<file path="src/rtl/bus_dev_pkg.sv">
// Shared constants and helpers for the bus device endpoint.
package bus_dev_pkg;
    localparam int ID_W = 8;
    localparam logic [ID_W-1:0] BROADCAST_ID = 8'hFF;
    localparam int MAX_PKT_W = 256;

    // Destination ID sits in the top ID_W bits of a pkt_w-wide packet.
    function automatic logic [ID_W-1:0] dest_of(input logic [MAX_PKT_W-1:0] pkt,
                                                input int pkt_w);
        return pkt[pkt_w-1 -: ID_W];
    endfunction
endpackage

</file>
<file path="src/rtl/sync_fifo.sv">
// Show-ahead synchronous FIFO with occupancy and per-cycle accept/reject flags.
module sync_fifo #(
    parameter int pckg_sz = 32,
    parameter int depth   = 16
) (
    input  logic                       clk,
    input  logic                       reset,
    input  logic                       wr,
    input  logic [pckg_sz-1:0]         wr_data,
    input  logic                       rd,
    output logic [pckg_sz-1:0]         rd_data,
    output logic                       full,
    output logic                       empty,
    output logic [$clog2(depth):0]     cnt,
    output logic                       wr_ok,
    output logic                       wr_drop,
    output logic                       rd_ok,
    output logic                       rd_unf
);
    localparam int AW = $clog2(depth);
    localparam int CW = AW + 1;
    localparam logic [CW-1:0] FULL_CNT = CW'(depth);

    logic [pckg_sz-1:0] mem [depth];
    logic [AW-1:0]      wr_ptr;
    logic [AW-1:0]      rd_ptr;

    assign empty   = (cnt == '0);
    assign full    = (cnt == FULL_CNT);
    assign rd_ok   = rd && !empty;
    assign rd_unf  = rd && empty;
    // A full FIFO still takes a write when the head leaves in the same cycle.
    assign wr_ok   = wr && (!full || rd_ok);
    assign wr_drop = wr && !wr_ok;
    assign rd_data = empty ? '0 : mem[rd_ptr];

    always_ff @(posedge clk) begin
        if (wr_ok) mem[wr_ptr] <= wr_data;
    end

    always_ff @(posedge clk or negedge reset) begin
        if (!reset) begin
            wr_ptr <= '0;
            rd_ptr <= '0;
            cnt    <= '0;
        end else begin
            if (wr_ok) wr_ptr <= wr_ptr + 1'b1;
            if (rd_ok) rd_ptr <= rd_ptr + 1'b1;
            case ({wr_ok, rd_ok})
                2'b10:   cnt <= cnt + 1'b1;
                2'b01:   cnt <= cnt - 1'b1;
                default: cnt <= cnt;
            endcase
        end
    end
endmodule

</file>
<file path="src/rtl/bus_dev_fifo.sv">
// Bus device endpoint: TX FIFO toward the bus, RX FIFO from the bus, and
// saturating status counters for drops, underflows and misrouted deliveries.
module bus_dev_fifo
    import bus_dev_pkg::*;
#(
    parameter int             pckg_sz   = 32,
    parameter int             depth     = 16,
    parameter logic [ID_W-1:0] id       = 8'h00,
    parameter logic [ID_W-1:0] broadcast = BROADCAST_ID,
    parameter int             cnt_w     = 8
) (
    input  logic                   clk,
    input  logic                   reset,
    input  logic                   dev_wr,
    input  logic [pckg_sz-1:0]     dev_wr_data,
    output logic                   dev_tx_full,
    output logic                   pndng,
    output logic [pckg_sz-1:0]     D_pop,
    input  logic                   pop,
    input  logic                   push,
    input  logic [pckg_sz-1:0]     D_push,
    output logic                   dev_rx_valid,
    output logic [pckg_sz-1:0]     dev_rx_data,
    input  logic                   dev_rd,
    output logic [$clog2(depth):0] tx_cnt,
    output logic [$clog2(depth):0] rx_cnt,
    output logic [cnt_w-1:0]       tx_ovf_cnt,
    output logic [cnt_w-1:0]       rx_ovf_cnt,
    output logic [cnt_w-1:0]       pop_unf_cnt,
    output logic [cnt_w-1:0]       misroute_cnt
);
    logic tx_empty, tx_wr_ok, tx_wr_drop, tx_rd_ok, tx_rd_unf;
    logic rx_full, rx_empty, rx_wr_ok, rx_wr_drop, rx_rd_ok, rx_rd_unf;
    logic [ID_W-1:0] dest;
    logic misroute;

    sync_fifo #(.pckg_sz(pckg_sz), .depth(depth)) u_tx (
        .clk(clk), .reset(reset),
        .wr(dev_wr), .wr_data(dev_wr_data),
        .rd(pop), .rd_data(D_pop),
        .full(dev_tx_full), .empty(tx_empty), .cnt(tx_cnt),
        .wr_ok(tx_wr_ok), .wr_drop(tx_wr_drop),
        .rd_ok(tx_rd_ok), .rd_unf(tx_rd_unf)
    );

    sync_fifo #(.pckg_sz(pckg_sz), .depth(depth)) u_rx (
        .clk(clk), .reset(reset),
        .wr(push), .wr_data(D_push),
        .rd(dev_rd), .rd_data(dev_rx_data),
        .full(rx_full), .empty(rx_empty), .cnt(rx_cnt),
        .wr_ok(rx_wr_ok), .wr_drop(rx_wr_drop),
        .rd_ok(rx_rd_ok), .rd_unf(rx_rd_unf)
    );

    assign pndng        = !tx_empty;
    assign dev_rx_valid = !rx_empty;
    assign dest         = dest_of(MAX_PKT_W'(D_push), pckg_sz);
    // Misrouted packets are still stored; only the count flags them.
    assign misroute     = rx_wr_ok && (dest != id) && (dest != broadcast);

    always_ff @(posedge clk or negedge reset) begin
        if (!reset) begin
            tx_ovf_cnt   <= '0;
            rx_ovf_cnt   <= '0;
            pop_unf_cnt  <= '0;
            misroute_cnt <= '0;
        end else begin
            if (tx_wr_drop && tx_ovf_cnt   != '1) tx_ovf_cnt   <= tx_ovf_cnt   + 1'b1;
            if (rx_wr_drop && rx_ovf_cnt   != '1) rx_ovf_cnt   <= rx_ovf_cnt   + 1'b1;
            if (tx_rd_unf  && pop_unf_cnt  != '1) pop_unf_cnt  <= pop_unf_cnt  + 1'b1;
            if (misroute   && misroute_cnt != '1) misroute_cnt <= misroute_cnt + 1'b1;
        end
    end
endmodule

</file>
<file path="config.mk">
export PLATFORM = sky130hd
export DESIGN_NAME = bus_dev_fifo
export DESIGN_NICKNAME = d
export VERILOG_FILES = /design/src/rtl/bus_dev_pkg.sv /design/src/rtl/sync_fifo.sv /design/src/rtl/bus_dev_fifo.sv
export SDC_FILE = /design/constraint.sdc
export NUM_CORES = 1
export LEC_CHECK = 0
export ABC_AREA = 1
export CORE_MARGIN = 2
export CORE_UTILIZATION = 60
export CTS_CLUSTER_DIAMETER = 50
export DETAILED_ROUTE_END_ITERATION = 6
export PLACE_DENSITY = 0.79
export SYNTH_ARGS = -nofsm -noshare
export SYNTH_HDL_FRONTEND = slang
export SYNTH_SLANG_ARGS = --single-unit
</file>
<file path="constraint.sdc">
create_clock -name clk -period 4.23 [get_ports clk]
set_clock_uncertainty 0.2 [all_clocks]
set_input_delay 0.846 -clock clk [delete_from_list [all_inputs] [get_ports clk]]
set_output_delay 0.846 -clock clk [all_outputs]
set_load 0.03 [all_outputs]
</file>
* Word-level counts from Yosys, hierarchy flattened
Memory sizes are Yosys's and may differ from the RTL's.
Index checks and enable logic that the tools add are counted.
** Storage, ports and cells
- Bits in registers :: 58
- Latch bits :: 0
- Memory bits (writable) :: 1024
- ROM bits :: 0
- Input port bits :: 70
- Logic and storage cells :: 69
- Memories kept :: 2
** Memory list
- u_rx.mem :: words 16, width 32, read ports 1, clocked after Yosys merged registers in 0, write ports 1, RTL line sync_fifo.sv:24 : logic [pckg_sz-1:0] mem [depth];
- u_tx.mem :: words 16, width 32, read ports 1, clocked after Yosys merged registers in 0, write ports 1, RTL line sync_fifo.sv:24
** Cells by class
- Add/sub/neg operators :: 12
- Multipliers :: 0
- Divide/modulo/power cells :: 0
- Order comparisons :: 0
- Eq/ne operators :: 11
- Shift operators :: 0
- Multiplexer cells :: 8
- Bitwise logic cells :: 0
- Reduce and logical (&&, ||, !) cells :: 26
** Operators by type and width (number)
- $mux W32 :: 2
- $ne A8 B8 Y1 const B :: 5
- $add A8 B1 Y8 const B :: 4
- $pmux W5 S2 :: 2
- $add A4 B1 Y4 const B :: 4
- $logic_and A1 B1 Y1 :: 13
- $add A5 B1 Y5 const B :: 2
- $eq A5 B5 Y1 const B :: 2
- $logic_not A5 Y1 :: 2
- $sub A5 B1 Y5 const B :: 2
- $reduce_bool A8 Y1 :: 1
- $logic_not A1 Y1 :: 6
- $eq A2 B1 Y1 const B :: 2
- $eq A2 B2 Y1 const B :: 2
- $mux W1 :: 4
- $reduce_bool A2 Y1 :: 2
- $logic_or A1 B1 Y1 :: 2

* Depth between registers and ports, before layout
- Word-level depth :: 8
- Mapped depth :: 12
- Depth with buffers taken out :: 12

* Modules after synthesis
From an unflattened synthesis, not the netlist that was laid out.
** Unflattened totals
- Cells, all modules :: 3821
- Area, all modules :: 44632.8 um^2
** Modules (own cells, without submodules)
- sync_fifo :: instances 2, cells an instance 1790, area each 21390.5 um^2, seq. area each 15700.1 um^2
- bus_dev_fifo :: instances 1, cells an instance 241, area each 1851.8 um^2, seq. area each 800.8 um^2

* Worst setup path after synthesis
OpenSTA, ideal clock, no wires.
- Kind :: input to register
- Start :: input dev_rd
- End :: memory u_rx.mem[0][0], enable pin
- Data arrival time :: 2677 ps
- Required time :: 3609 ps
- Setup slack :: 932 ps
- Cell stages on the path :: 6
- Path buffers :: 0
- Path through :: nor2_1 nand3_1 nand2_1 inv_2 nand2_1 nor2_1
** Between the ends
- Cells in the longest elaborated chain, start to end :: 5
** Ends and longest elaborated chain
- start: declaration :: RTL line bus_dev_fifo.sv:24 : input logic dev_rd,
- $logic_and A1 B1 Y1 :: RTL line sync_fifo.sv:30 : assign rd_ok = rd && !empty;
- $logic_or A1 B1 Y1 :: RTL line sync_fifo.sv:33 : assign wr_ok = wr && (!full || rd_ok);
- $logic_and A1 B1 Y1 :: RTL line sync_fifo.sv:33
- $mux W1 :: RTL line sync_fifo.sv:38 : if (wr_ok) mem[wr_ptr] <= wr_data;
- $mux W1 (not written as such) :: RTL line sync_fifo.sv:38
- end: declaration :: RTL line sync_fifo.sv:24
Every way passes these cells.

* Worst setup path after layout
- Start :: register u_rx.rd_ptr[0]
- End :: output dev_rx_data[19]
** Between the ends
- Cells in the longest elaborated chain, start to end :: 2
** Ends and longest elaborated chain
- start: declaration :: RTL line sync_fifo.sv:26 : logic [AW-1:0] rd_ptr;
- start signal: assignment :: RTL line sync_fifo.sv:48 : if (rd_ok) rd_ptr <= rd_ptr + 1'b1;
- $mem_v2 Z16 W32
- $mux W32 :: RTL line sync_fifo.sv:35 : assign rd_data = empty ? '0 : mem[rd_ptr];
- end: declaration :: RTL line bus_dev_fifo.sv:23 : output logic [pckg_sz-1:0] dev_rx_data,
Every way passes these cells.

==> results.json <==
{
  "status": "finished with violations",
  "violations": "DRC",
  "r2r_cells": 7,
  "netlist_area_um2": 44700,
  "drt_iter0_markers": 3356,
  "grt_pass1_vias": 29500,
  "crit_required_ns": 3.18,
  "io_buffers": 178,
  "htree_levels": 3,
  "place_congestion": 0.829,
  "clock_path_buffers": 3,
  "critical_path.max_stage_delay_ns": 0.75,
  "wl_per_cell_um": 21.2,
  "r2r-end": "u_tx.mem[1][21]",
  "io_pins": 179,
  "route.detailed.drc": 7,
  "worstSetupEndpoint": "dev_rx_data[19]",
  "grt_max_degree": 99,
  "r2r_slack_ns": 1.57,
  "nets": 4047,
  "hold_buffers": 0,
  "hold_class": "in2async",
  "met1_length_um": 38900,
  "slew_viol_final": 0,
  "dp.cells": 4810,
  "cp_data_arrival_time_ns": 3.09,
  "leakagePower_nw": 18.9,
  "ys_warn_count": 0,
  "maxCapViolations": 0,
  "avgSynthCellArea_um2": 11.8,
  "viasPerCell": 5.90,
  "cp-startpoint": "u_rx.rd_ptr[0]",
  "core_um2": 74100,
  "cp_max_fo": 51,
  "met3_length_um": 9020,
  "p_per_area_nw_per_um2": 733,
  "firstDrtPassIters": 7,
  "setup_violations": 0,
  "clk_pin_slew_worst_paths_ns": 0.06,
  "ys_types": 34,
  "dp_hpwl_um": 57800,
  "drive_gt1_share_pct": 9.16,
  "ir_worst_vdd_mv": 0.871,
  "max_freq_mhz": 242,
  "cts_tree": "done",
  "numCtsBuffers": 111,
  "syn_inst": 3784,
  "start_util_pct": 60.3,
  "min_period_over_period_pct": 97.8,
  "max_slew_margin_pct": 38.7,
  "die-height_um": 277,
  "area_growth_pct": 14.7,
  "hold_viol": 0,
  "dieArea_um2": 76600,
  "power.total_mw": 37.5,
  "critPathSlowestCell": "clkdlybuf4s50_1",
  "grt_antenna_before_repair": 6,
  "wl_met2_um": 54200,
  "syn_nets": 3876,
  "grt-ovfl-total": 0,
  "worst_pin_slew_ns": 0.918,
  "cts.sinks": 1082,
  "fin_ws_ns": 0.0921,
  "criticalPathCategory": "reg2out",
  "place_ws_ns": 0.696,
  "clockRootBuffer": "clkbuf_16",
  "crit_top_cell": "nand2_1",
  "endpoint_kind": "output port",
  "ys_seq_area_share_pct": 72.1,
  "top_layer": "met5",
  "n_antenna_cell": 0,
  "path_cells": "clkinv_4 -> buf_12 -> nand2_1 -> nand3_1 -> nand3_1 -> nand2_1 -> nand2_1 -> a21oi_1 -> clkdlybuf4s50_1",
  "cp-start-kind": "flop",
  "ant_nets": 0,
  "fin_tns_setup_ns": 0,
  "die_x_um": 277,
  "grt_pass1_wl_um": 164000,
  "vias": 29600,
  "track_usage_pct": 27.7,
  "fp-row-count": 100,
  "ys_seq_elements": 1082,
  "clock_latency_ns": 0.65,
  "wirelength_um": 106000,
  "fin_cells": 5018,
  "worstReg2RegStart": "u_tx.cnt[0]",
  "post-route-min-period_ns": 4.14
}
==> power breakdown <==
part           switching, mW  internal, mW
registers              0.518          12.9
clock network           3.99          5.66
logic                   9.95          4.48
total                   14.5          23.1
==> stage by stage <==
step	utilization, %	hold WS [ns]	cell area [um2]
3_5_place_dp	64.2	0.296	47500
3_3_place_gp	64.2	0.295	47500
6_report	69.2	0.0376	51200
5_1_grt	69.2	0.0754	51200
4_1_cts	69.1	0.0324	51200
2_1_floorplan	-	0.301	44700
==> area by class of cell <==
cell class	count	area, um2
Sequential cell	1082	32200
Clock buffer	144	3070
Inverter	57	234
Clock inverter	63	588
Tap cell	969	1210
Fill cell	4909	22800
Timing Repair Buffer	277	2890
Multi-Input combinational cell	2426	11000
==> routing by layer <==
metal	up-vias	global-route usage, %
li1	13600	-
met1	14200	34.1
met2	1534	48.0
met3	330	5.08
met4	12	12.0
met5	-	0
==> layout by cell type (no fill, tap or decap), drive strengths merged <==
cell type,Yosys,layout
dfrtp,58,58
nand2,1392,1392
inv,55,60
bufinv,0,9
nand3b,1,1
edfxtp,1024,1024
clkinvlp,0,6
clkdlybuf4s50,0,131
nor3,7,7
a21boi,1,1
nand4,12,12
clkbuf,25,144
xnor2,16,16
xor2,24,24
clkinv,2,45
o21ai,23,23
buf,194,138
ha,20,20
dlymetal6s2s,0,8
fa,2,2
nand3,798,798
nor2,60,60
a21oi,70,70
==> Yosys cell counts <==
cell type | instances | area (um2)
a21boi_0 | 1 | 7.51
inv_2 | 7 | 26.3
nand2_2 | 3 | 18.8
xor2_1 | 24 | 210
ha_1 | 20 | 250
fa_1 | 2 | 40.0
buf_8 | 2 | 30.0
nand3_1 | 791 | 3960
edfxtp_1 | 1024 | 30700
nand2_4 | 1 | 11.3
buf_12 | 1 | 20.0
nor2_1 | 58 | 218
buf_1 | 21 | 78.8
a21oi_1 | 69 | 345
clkbuf_1 | 24 | 90.1
nand3b_1 | 1 | 7.51
clkinv_4 | 2 | 17.5
nand3_4 | 2 | 35.0
nor3_2 | 2 | 20.0
a21oi_2 | 1 | 8.76
nand4_1 | 12 | 75.1
inv_1 | 48 | 180
nor3_1 | 5 | 25.0
clkbuf_4 | 1 | 7.51
xnor2_1 | 16 | 140
buf_2 | 90 | 450
nand3_2 | 5 | 50.1
o21ai_1 | 13 | 65.1
dfrtp_1 | 58 | 1450
nor2_4 | 2 | 22.5
buf_4 | 31 | 233
nand2_1 | 1388 | 5210
buf_6 | 49 | 552
o21ai_0 | 10 | 50.1
==> what timing repair did <==
| action | 4_1_cts | 5_1_grt |
|---|---|---|
| setup endpoints to repair | 2 | 21 |
| gates resized for setup | 0 | 13 |
| gates cloned | 0 | 0 |
| setup buffers | 1 | 0 |
==> flip-flops by register name, summed over array words and instances, names as in the netlist <==
register,flops
u_rx.cnt,5
u_rx.rd_ptr,4
tx_ovf_cnt,8
u_rx.wr_ptr,4
rx_ovf_cnt,8
u_tx.cnt,5
pop_unf_cnt,8
u_rx.mem,512
misroute_cnt,8
u_tx.wr_ptr,4
u_tx.mem,512
u_tx.rd_ptr,4
==> worst min-delay path by stage <==
| stage | start | endpoint | slack, ns | cells after the start |
|---|---|---|---|---|
| finish | reset | u_rx.cnt[2] | 0.04 | 1 |
| global route | reset | u_rx.cnt[0] | 0.08 | 1 |
| CTS | reset | u_rx.cnt[2] | 0.03 | 1 |
| detailed placement | u_rx.cnt[4] | u_rx.cnt[4] | 0.30 | 2 |
| global placement | u_rx.cnt[4] | u_rx.cnt[4] | 0.29 | 2 |
| floorplan | u_rx.wr_ptr[2] | u_rx.wr_ptr[2] | 0.30 | 1 |
==> logic make-up after synthesis <==
| kind of cell | after synthesis | share of synthesized area (%) |
|---|---|---|
| compound gates | 94 | 1.07 |
| flops | 1082 | 72.1 |
| xor+xnor | 40 | 0.785 |
| fa+ha+maj | 22 | 0.650 |
| simple gates | 2270 | 21.6 |
| buf+inv | 276 | 3.77 |
==> worst max-delay path: cells and delay by family (launching register included) <==
kind / cells / cell delay (ns)
AO/OA/AOI/OAI: 1 / 0.38
AND/OR/NAND/NOR: 5 / 0.38
buffers and inverters: 3 / 1.10
flip-flops: 1 / 0.58
No activity file was read; power rests on OpenSTA's default activity.
